File: config.mk
export PLATFORM = sky130hd
export DESIGN_NAME = regfile_wr_arbiter
export DESIGN_NICKNAME = d
export VERILOG_FILES = /design/src/rtl/regfile_pkg.sv /design/src/rtl/rr_arbiter.sv /design/src/rtl/regfile_wr_arbiter.sv
export SDC_FILE = /design/constraint.sdc
export NUM_CORES = 1
export LEC_CHECK = 0
export BUFFER_PORTS_ARGS = -buffer_cell sky130_fd_sc_hd__buf_2
export CORE_AREA = 2 2 60 118
export CTS_BUF_LIST = sky130_fd_sc_hd__clkbuf_4
export CTS_CLUSTER_DIAMETER = 150
export DETAILED_ROUTE_END_ITERATION = 10
export DIE_AREA = 0 0 62 120
export GPL_TIMING_DRIVEN = 0
export SYNTH_ARGS = -nofsm -noshare
export SYNTH_HDL_FRONTEND = slang
export SYNTH_HIERARCHICAL = 1
export SYNTH_SLANG_ARGS = --single-unit
File: constraint.sdc
create_clock -name clk -period 3.45 [get_ports clk]
set_input_delay 0.69 -clock clk [delete_from_list [all_inputs] [get_ports clk]]
set_output_delay 0.69 -clock clk [all_outputs]
set_load 0.05 [all_outputs]
File: src/rtl/regfile_pkg.sv
// Shared definitions for the register-file write-port logic: default widths,
// register count and the write-arbiter state encoding.
package regfile_pkg;

  localparam int REGFILE_ADDR_W   = 5;
  localparam int REGFILE_DATA_W   = 16;
  localparam int REGFILE_NUM_REGS = 1 << REGFILE_ADDR_W;

  typedef enum logic [1:0] {
    RESET = 2'd0,
    INIT  = 2'd1,
    ARB   = 2'd2
  } state_t;

endpackage

File: src/rtl/rr_arbiter.sv
// Generic round-robin arbiter: the search starts at i_ptr and wraps modulo
// NUM_REQ; the first asserted request wins and is reported one-hot and as an index.
module rr_arbiter #(
  parameter int NUM_REQ = 3
) (
  input  logic [NUM_REQ-1:0]         i_req,
  input  logic [$clog2(NUM_REQ)-1:0] i_ptr,
  output logic [NUM_REQ-1:0]         o_grant,
  output logic [$clog2(NUM_REQ)-1:0] o_idx,
  output logic                       o_valid
);

  localparam int IDX_W = $clog2(NUM_REQ);

  int w_pos;

  // Walk offsets from farthest to nearest so the requester closest to the
  // pointer overwrites any earlier hit.
  always_comb begin
    o_grant = '0;
    o_idx   = '0;
    o_valid = 1'b0;
    w_pos   = 0;
    for (int k = NUM_REQ - 1; k >= 0; k--) begin
      w_pos = int'(i_ptr) + k;
      if (w_pos >= NUM_REQ) w_pos = w_pos - NUM_REQ;
      if (i_req[w_pos]) begin
        o_grant        = '0;
        o_grant[w_pos] = 1'b1;
        o_idx          = IDX_W'(w_pos);
        o_valid        = 1'b1;
      end
    end
  end

endmodule

File: src/rtl/regfile_wr_arbiter.sv
// Shares the register file write port among NUM_REQ producers (round-robin)
// and sweeps INIT_VAL into every register after reset or on init_req.
module regfile_wr_arbiter
  import regfile_pkg::*;
#(
  parameter int                NUM_REQ       = 3,
  parameter int                ADDR_W        = REGFILE_ADDR_W,
  parameter int                DATA_W        = REGFILE_DATA_W,
  parameter logic [DATA_W-1:0] INIT_VAL      = '0,
  parameter bit                INIT_ON_RESET = 1'b1
) (
  input  logic                         clk,
  input  logic                         rst,
  input  logic                         init_req,
  output logic                         init_busy,
  input  logic [NUM_REQ-1:0]           req_valid,
  output logic [NUM_REQ-1:0]           req_ready,
  input  logic [NUM_REQ*ADDR_W-1:0]    req_addr,
  input  logic [NUM_REQ*DATA_W-1:0]    req_data,
  output logic [ADDR_W-1:0]            Rw,
  output logic                         WrEn,
  output logic [DATA_W-1:0]            busW,
  output logic [$clog2(NUM_REQ)-1:0]   grant_id,
  output state_t                       o_dbg_state
);

  localparam int IDX_W = $clog2(NUM_REQ);

  state_t              r_state;
  logic [ADDR_W-1:0]   r_cnt;
  logic [IDX_W-1:0]    r_ptr;
  logic                r_wren;
  logic [ADDR_W-1:0]   r_rw;
  logic [DATA_W-1:0]   r_busw;
  logic [IDX_W-1:0]    r_gid;

  logic                w_arb_en;
  logic [NUM_REQ-1:0]  w_grant;
  logic [IDX_W-1:0]    w_idx;
  logic                w_fire;
  logic [ADDR_W-1:0]   w_sel_addr;
  logic [DATA_W-1:0]   w_sel_data;

  // Handshake: a requester's write is accepted in the cycle where its
  // req_valid and req_ready are both high; it must hold valid/addr/data
  // stable until then. Ready is offered only in ARB, never under rst, and
  // never in the cycle init_req is seen, so a held request waits out a sweep.
  assign w_arb_en = (r_state == ARB) && !rst && !init_req;

  rr_arbiter #(
    .NUM_REQ (NUM_REQ)
  ) u_rr_arbiter (
    .i_req   (req_valid & {NUM_REQ{w_arb_en}}),
    .i_ptr   (r_ptr),
    .o_grant (w_grant),
    .o_idx   (w_idx),
    .o_valid (w_fire)
  );

  assign req_ready  = w_grant;
  assign w_sel_addr = req_addr[int'(w_idx)*ADDR_W +: ADDR_W];
  assign w_sel_data = req_data[int'(w_idx)*DATA_W +: DATA_W];

  always_ff @(posedge clk) begin
    if (rst) begin
      r_state <= RESET;
      r_cnt   <= '0;
      r_ptr   <= '0;
      r_wren  <= 1'b0;
      r_rw    <= '0;
      r_busw  <= '0;
      r_gid   <= '0;
    end else begin
      case (r_state)
        RESET: begin
          r_wren  <= 1'b0;
          r_cnt   <= '0;
          r_state <= INIT_ON_RESET ? INIT : ARB;
        end
        INIT: begin
          r_wren <= 1'b1;
          r_rw   <= r_cnt;
          r_busw <= INIT_VAL;
          r_gid  <= '0;
          if (&r_cnt) begin
            r_cnt   <= '0;
            r_state <= ARB;
          end else begin
            r_cnt <= r_cnt + ADDR_W'(1);
          end
        end
        ARB: begin
          if (init_req) begin
            r_wren  <= 1'b0;
            r_cnt   <= '0;
            r_state <= INIT;
          end else if (w_fire) begin
            r_wren <= 1'b1;
            r_rw   <= w_sel_addr;
            r_busw <= w_sel_data;
            r_gid  <= w_idx;
            r_ptr  <= (w_idx == IDX_W'(NUM_REQ - 1)) ? '0 : w_idx + IDX_W'(1);
          end else begin
            r_wren <= 1'b0;
          end
        end
        default: begin
          r_wren  <= 1'b0;
          r_state <= RESET;
        end
      endcase
    end
  end

  assign WrEn        = r_wren;
  assign Rw          = r_rw;
  assign busW        = r_busw;
  assign grant_id    = r_gid;
  assign init_busy   = (r_state == INIT);
  assign o_dbg_state = r_state;

endmodule
==> results.sh <==
export IMPL_status="finished clean"
export IMPL_endpoint_kind="primary output"
export IMPL_hpwlAfterDp_um=4930
export IMPL_io_pins=99
export IMPL_p_clk_frac=0.285
export IMPL_ctsLongestPathBuffers=2
export IMPL_hold_viol=0
export IMPL_cts_tree="yes"
export IMPL_switching_share=0.282
export IMPL_min_period_ns=3.30
export IMPL_cp_max_fo=10
export IMPL_wirelength_um=6320
export IMPL_slowest_stage="clkbuf_1"
export IMPL_drcViolationCount=0
export IMPL_ys_ff_latch=33
export IMPL_drt_first_pass_iters=4
export IMPL_syn_cell_area_mm2=0.00220
export IMPL_antenna_found_initial=0
export IMPL_power_density_mw_per_mm2=245
export IMPL_worstSetupPathType="in -> out"
export IMPL_synth_cell_types=41
export IMPL_layout_commonest_cell="buf_2"
export IMPL_grt_pass1_wl_um=10100
export IMPL_place_ws_ns=-0.391
export IMPL_max_slew_margin_rel=0.681
export IMPL_netSwitchingPower_uw=202
export IMPL_track_usage=0.177
export IMPL_dr_total_vias=2235
export IMPL_fin_nets=421
export IMPL_met1_usage=0.192
export IMPL_met3_usage=0.0345
export IMPL_rows=42
export IMPL_synth_cells=235
export IMPL_yosysSeqAreaShare=0.300
export IMPL_cp_required_ns=2.76
export IMPL_holdWs_ns=0.480
export IMPL_die_x_um=62
export IMPL_start_kind="primary input"
export IMPL_clk_latency_ns=0.33
export IMPL_place_congestion=0.832
export IMPL_grt_max_degree=11
export IMPL_setup_viol=0
export IMPL_postRouteAntennaNets=0
export IMPL_root_buffer="clkbuf_4"
export IMPL_drv_slew=0
export IMPL_finalClockSkew_ns=0.00768
export IMPL_hold_class="reg -> reg"
export IMPL_synth_nets=315
export IMPL_routed_via_density=5.20
export IMPL_die_h_um=120
export IMPL_cts_clk_slew_worst_paths_ns=0.10
export IMPL_final_cell_mix="buf_2 (100), dfxtp_1 (33), mux2i_1 (25)"
export IMPL_avgSynthCellArea_um2=9.36
export IMPL_ctsHtreeMaxLevel=2
export IMPL_p_leak_nw=1.23
export IMPL_gr_max_usage_layer="met2"
export IMPL_port_buffers=98
export IMPL_wire_per_inst_um=14.7
export IMPL_drive_gt1_frac=0.401
export IMPL_diodes=0
export IMPL_slowest_delay_ns=0.38
export IMPL_drt_iter0_markers=110
export IMPL_power_total_uw=716
export IMPL_grt_pass1_vias=2238
export IMPL_core_area_mm2=0.00657
export IMPL_crit_chain="buf_2 -> inv_1 -> clkbuf_1 -> and3_2 -> nor2b_4 -> mux2i_1 -> o2bb2ai_1 -> mux2_2 -> buf_2"
export IMPL_p_comb_frac=0.171
export IMPL_worstMarginPinSlew_ns=0.479
export IMPL_cap_violations=0
export IMPL_cp_common_cell="buf_2"
export IMPL_period_share=0.957
export IMPL_max_vdd_ir_drop_uv=163
export IMPL_fmax_mhz=303
export IMPL_cts_buffers_inserted=5
export IMPL_cts_num_sinks=33
export IMPL_grt_overflow_total=0
export IMPL_fp_dieArea_mm2=0.00744
export IMPL_critical_path_arrival_ns=2.61
export IMPL_use_met2=0.321
export IMPL_power_share_sequential=0.543
export IMPL_rsz0062_at_grt="no"
export IMPL_area_growth_pct=32.6
export IMPL_worst_slack_ns=0.149
export IMPL_yosysWarnings=6
export IMPL_start_util=0.335
export IMPL_power_internal_uw=514
## routing by layer
metal,vias up,wire length [um]
met1,1035,2410
met3,6,381
met5,-,0
met2,77,3440
met4,0,88
li1,1117,-
## worst paths after layout
kind,from,endpoint,slack (ns),cells after the start
worst max-delay path,rst,req_ready[2],0.15,9
worst max register to register,o_dbg_state[0],busW[4],0.33,14
worst min register to register,busW[15],busW[15],0.48,1
worst min-delay path,busW[15],busW[15],0.48,1
## kinds of logic (layout without fill, tap and decap cells)
| group | after synthesis | in the layout | share of synthesized area |
|---|---|---|---|
| adder cells (fa/ha/maj) | 11 | 11 | 0.0626 |
| flip-flops | 33 | 33 | 0.300 |
| buffers and inverters | 28 | 135 | 0.0614 |
| AND/OR/NAND/NOR | 54 | 54 | 0.149 |
| AO/OA/AOI/OAI | 80 | 80 | 0.282 |
| multiplexers | 29 | 29 | 0.144 |
## timing repair
action                                  CTS  global route
resized for setup                         7            18
gates cloned                              0             0
buffers inserted                          0             1
hold buffers                              0             0
endpoints found under the setup margin   27            24
## state kept, by name, summed over array words and instances (netlist names)
register / flops
grant_id: 2
r_ptr: 2
WrEn: 1
o_dbg_state: 2
Rw: 5
r_cnt: 5
busW: 16
## critical path, delay by kind of cell
kind / cells / cell delay [ns]
multiplexers: 2 / 0.45
buffers and inverters: 4 / 0.84
AND/OR/NAND/NOR: 2 / 0.54
AO/OA/AOI/OAI: 1 / 0.08
## final cells by class
| type | count | area, um^2 |
|---|---|---|
| tap | 88 | 110 |
| timing repair buffer | 99 | 500 |
| sequential | 33 | 661 |
| fill | 699 | 3650 |
| clock buffer | 5 | 37.5 |
| clock inverter | 3 | 12.5 |
| buffer | 19 | 111 |
| multi-input combinational | 174 | 1450 |
| inverter | 9 | 33.8 |
## metrics by stage
| step | util | std cells | TNS (ns) | instance area (um^2) |
|---|---|---|---|---|
| 4_1_cts | 0.437 | 429 | 0 | 2870 |
| 6_report | 0.444 | 430 | 0 | 2920 |
| 5_1_grt | 0.444 | 430 | 0 | 2920 |
| 2_1_floorplan | - | 235 | 0 | 2210 |
| 3_5_place_dp | 0.427 | 421 | -7.86 | 2810 |
| 3_3_place_gp | 0.427 | 421 | -7.77 | 2810 |
## cells in the mapped netlist (all sizes together)
| master | n | area (um^2) |
|---|---|---|
| and2 | 1 | 6.26 |
| nor3b | 1 | 7.51 |
| mux2i | 27 | 295 |
| nand3 | 3 | 15.0 |
| nor2b | 6 | 37.5 |
| dfxtp | 33 | 661 |
| mux2 | 2 | 22.5 |
| or2 | 1 | 6.26 |
| ha | 11 | 138 |
| a32oi | 1 | 8.76 |
| nand2 | 3 | 11.3 |
| nand4b | 2 | 17.5 |
| a21oi | 13 | 68.8 |
| nor4 | 5 | 31.3 |
| a22o | 16 | 140 |
| inv | 9 | 33.8 |
| nor3 | 1 | 16.3 |
| o31ai | 3 | 22.5 |
| nand3b | 7 | 52.6 |
| a2bb2oi | 1 | 8.76 |
| o21ai | 9 | 45.0 |
| nand2b | 3 | 18.8 |
| clkbuf | 10 | 37.5 |
| buf | 9 | 63.8 |
| a31o | 2 | 17.5 |
| o2bb2ai | 17 | 149 |
| or4 | 3 | 22.5 |
| o21a | 1 | 15.0 |
| nor2 | 11 | 41.3 |
| a32o | 6 | 60.1 |
| a221oi | 1 | 8.76 |
| and3 | 5 | 31.3 |
| o211ai | 6 | 45.0 |
| o22ai | 4 | 31.3 |
| or3 | 2 | 12.5 |
## power groups by stage
stage          registers [mW]  logic, mW  clock network [mW]
2_1_floorplan           0.406     0.0579                   0
3_3_place_gp            0.398      0.121                   0
3_5_place_dp            0.398      0.123                   0
4_1_cts                 0.389      0.123               0.213
5_1_grt                 0.390      0.136               0.230
6_report                0.389      0.123               0.204
Power figures use the tool's default switching activity.
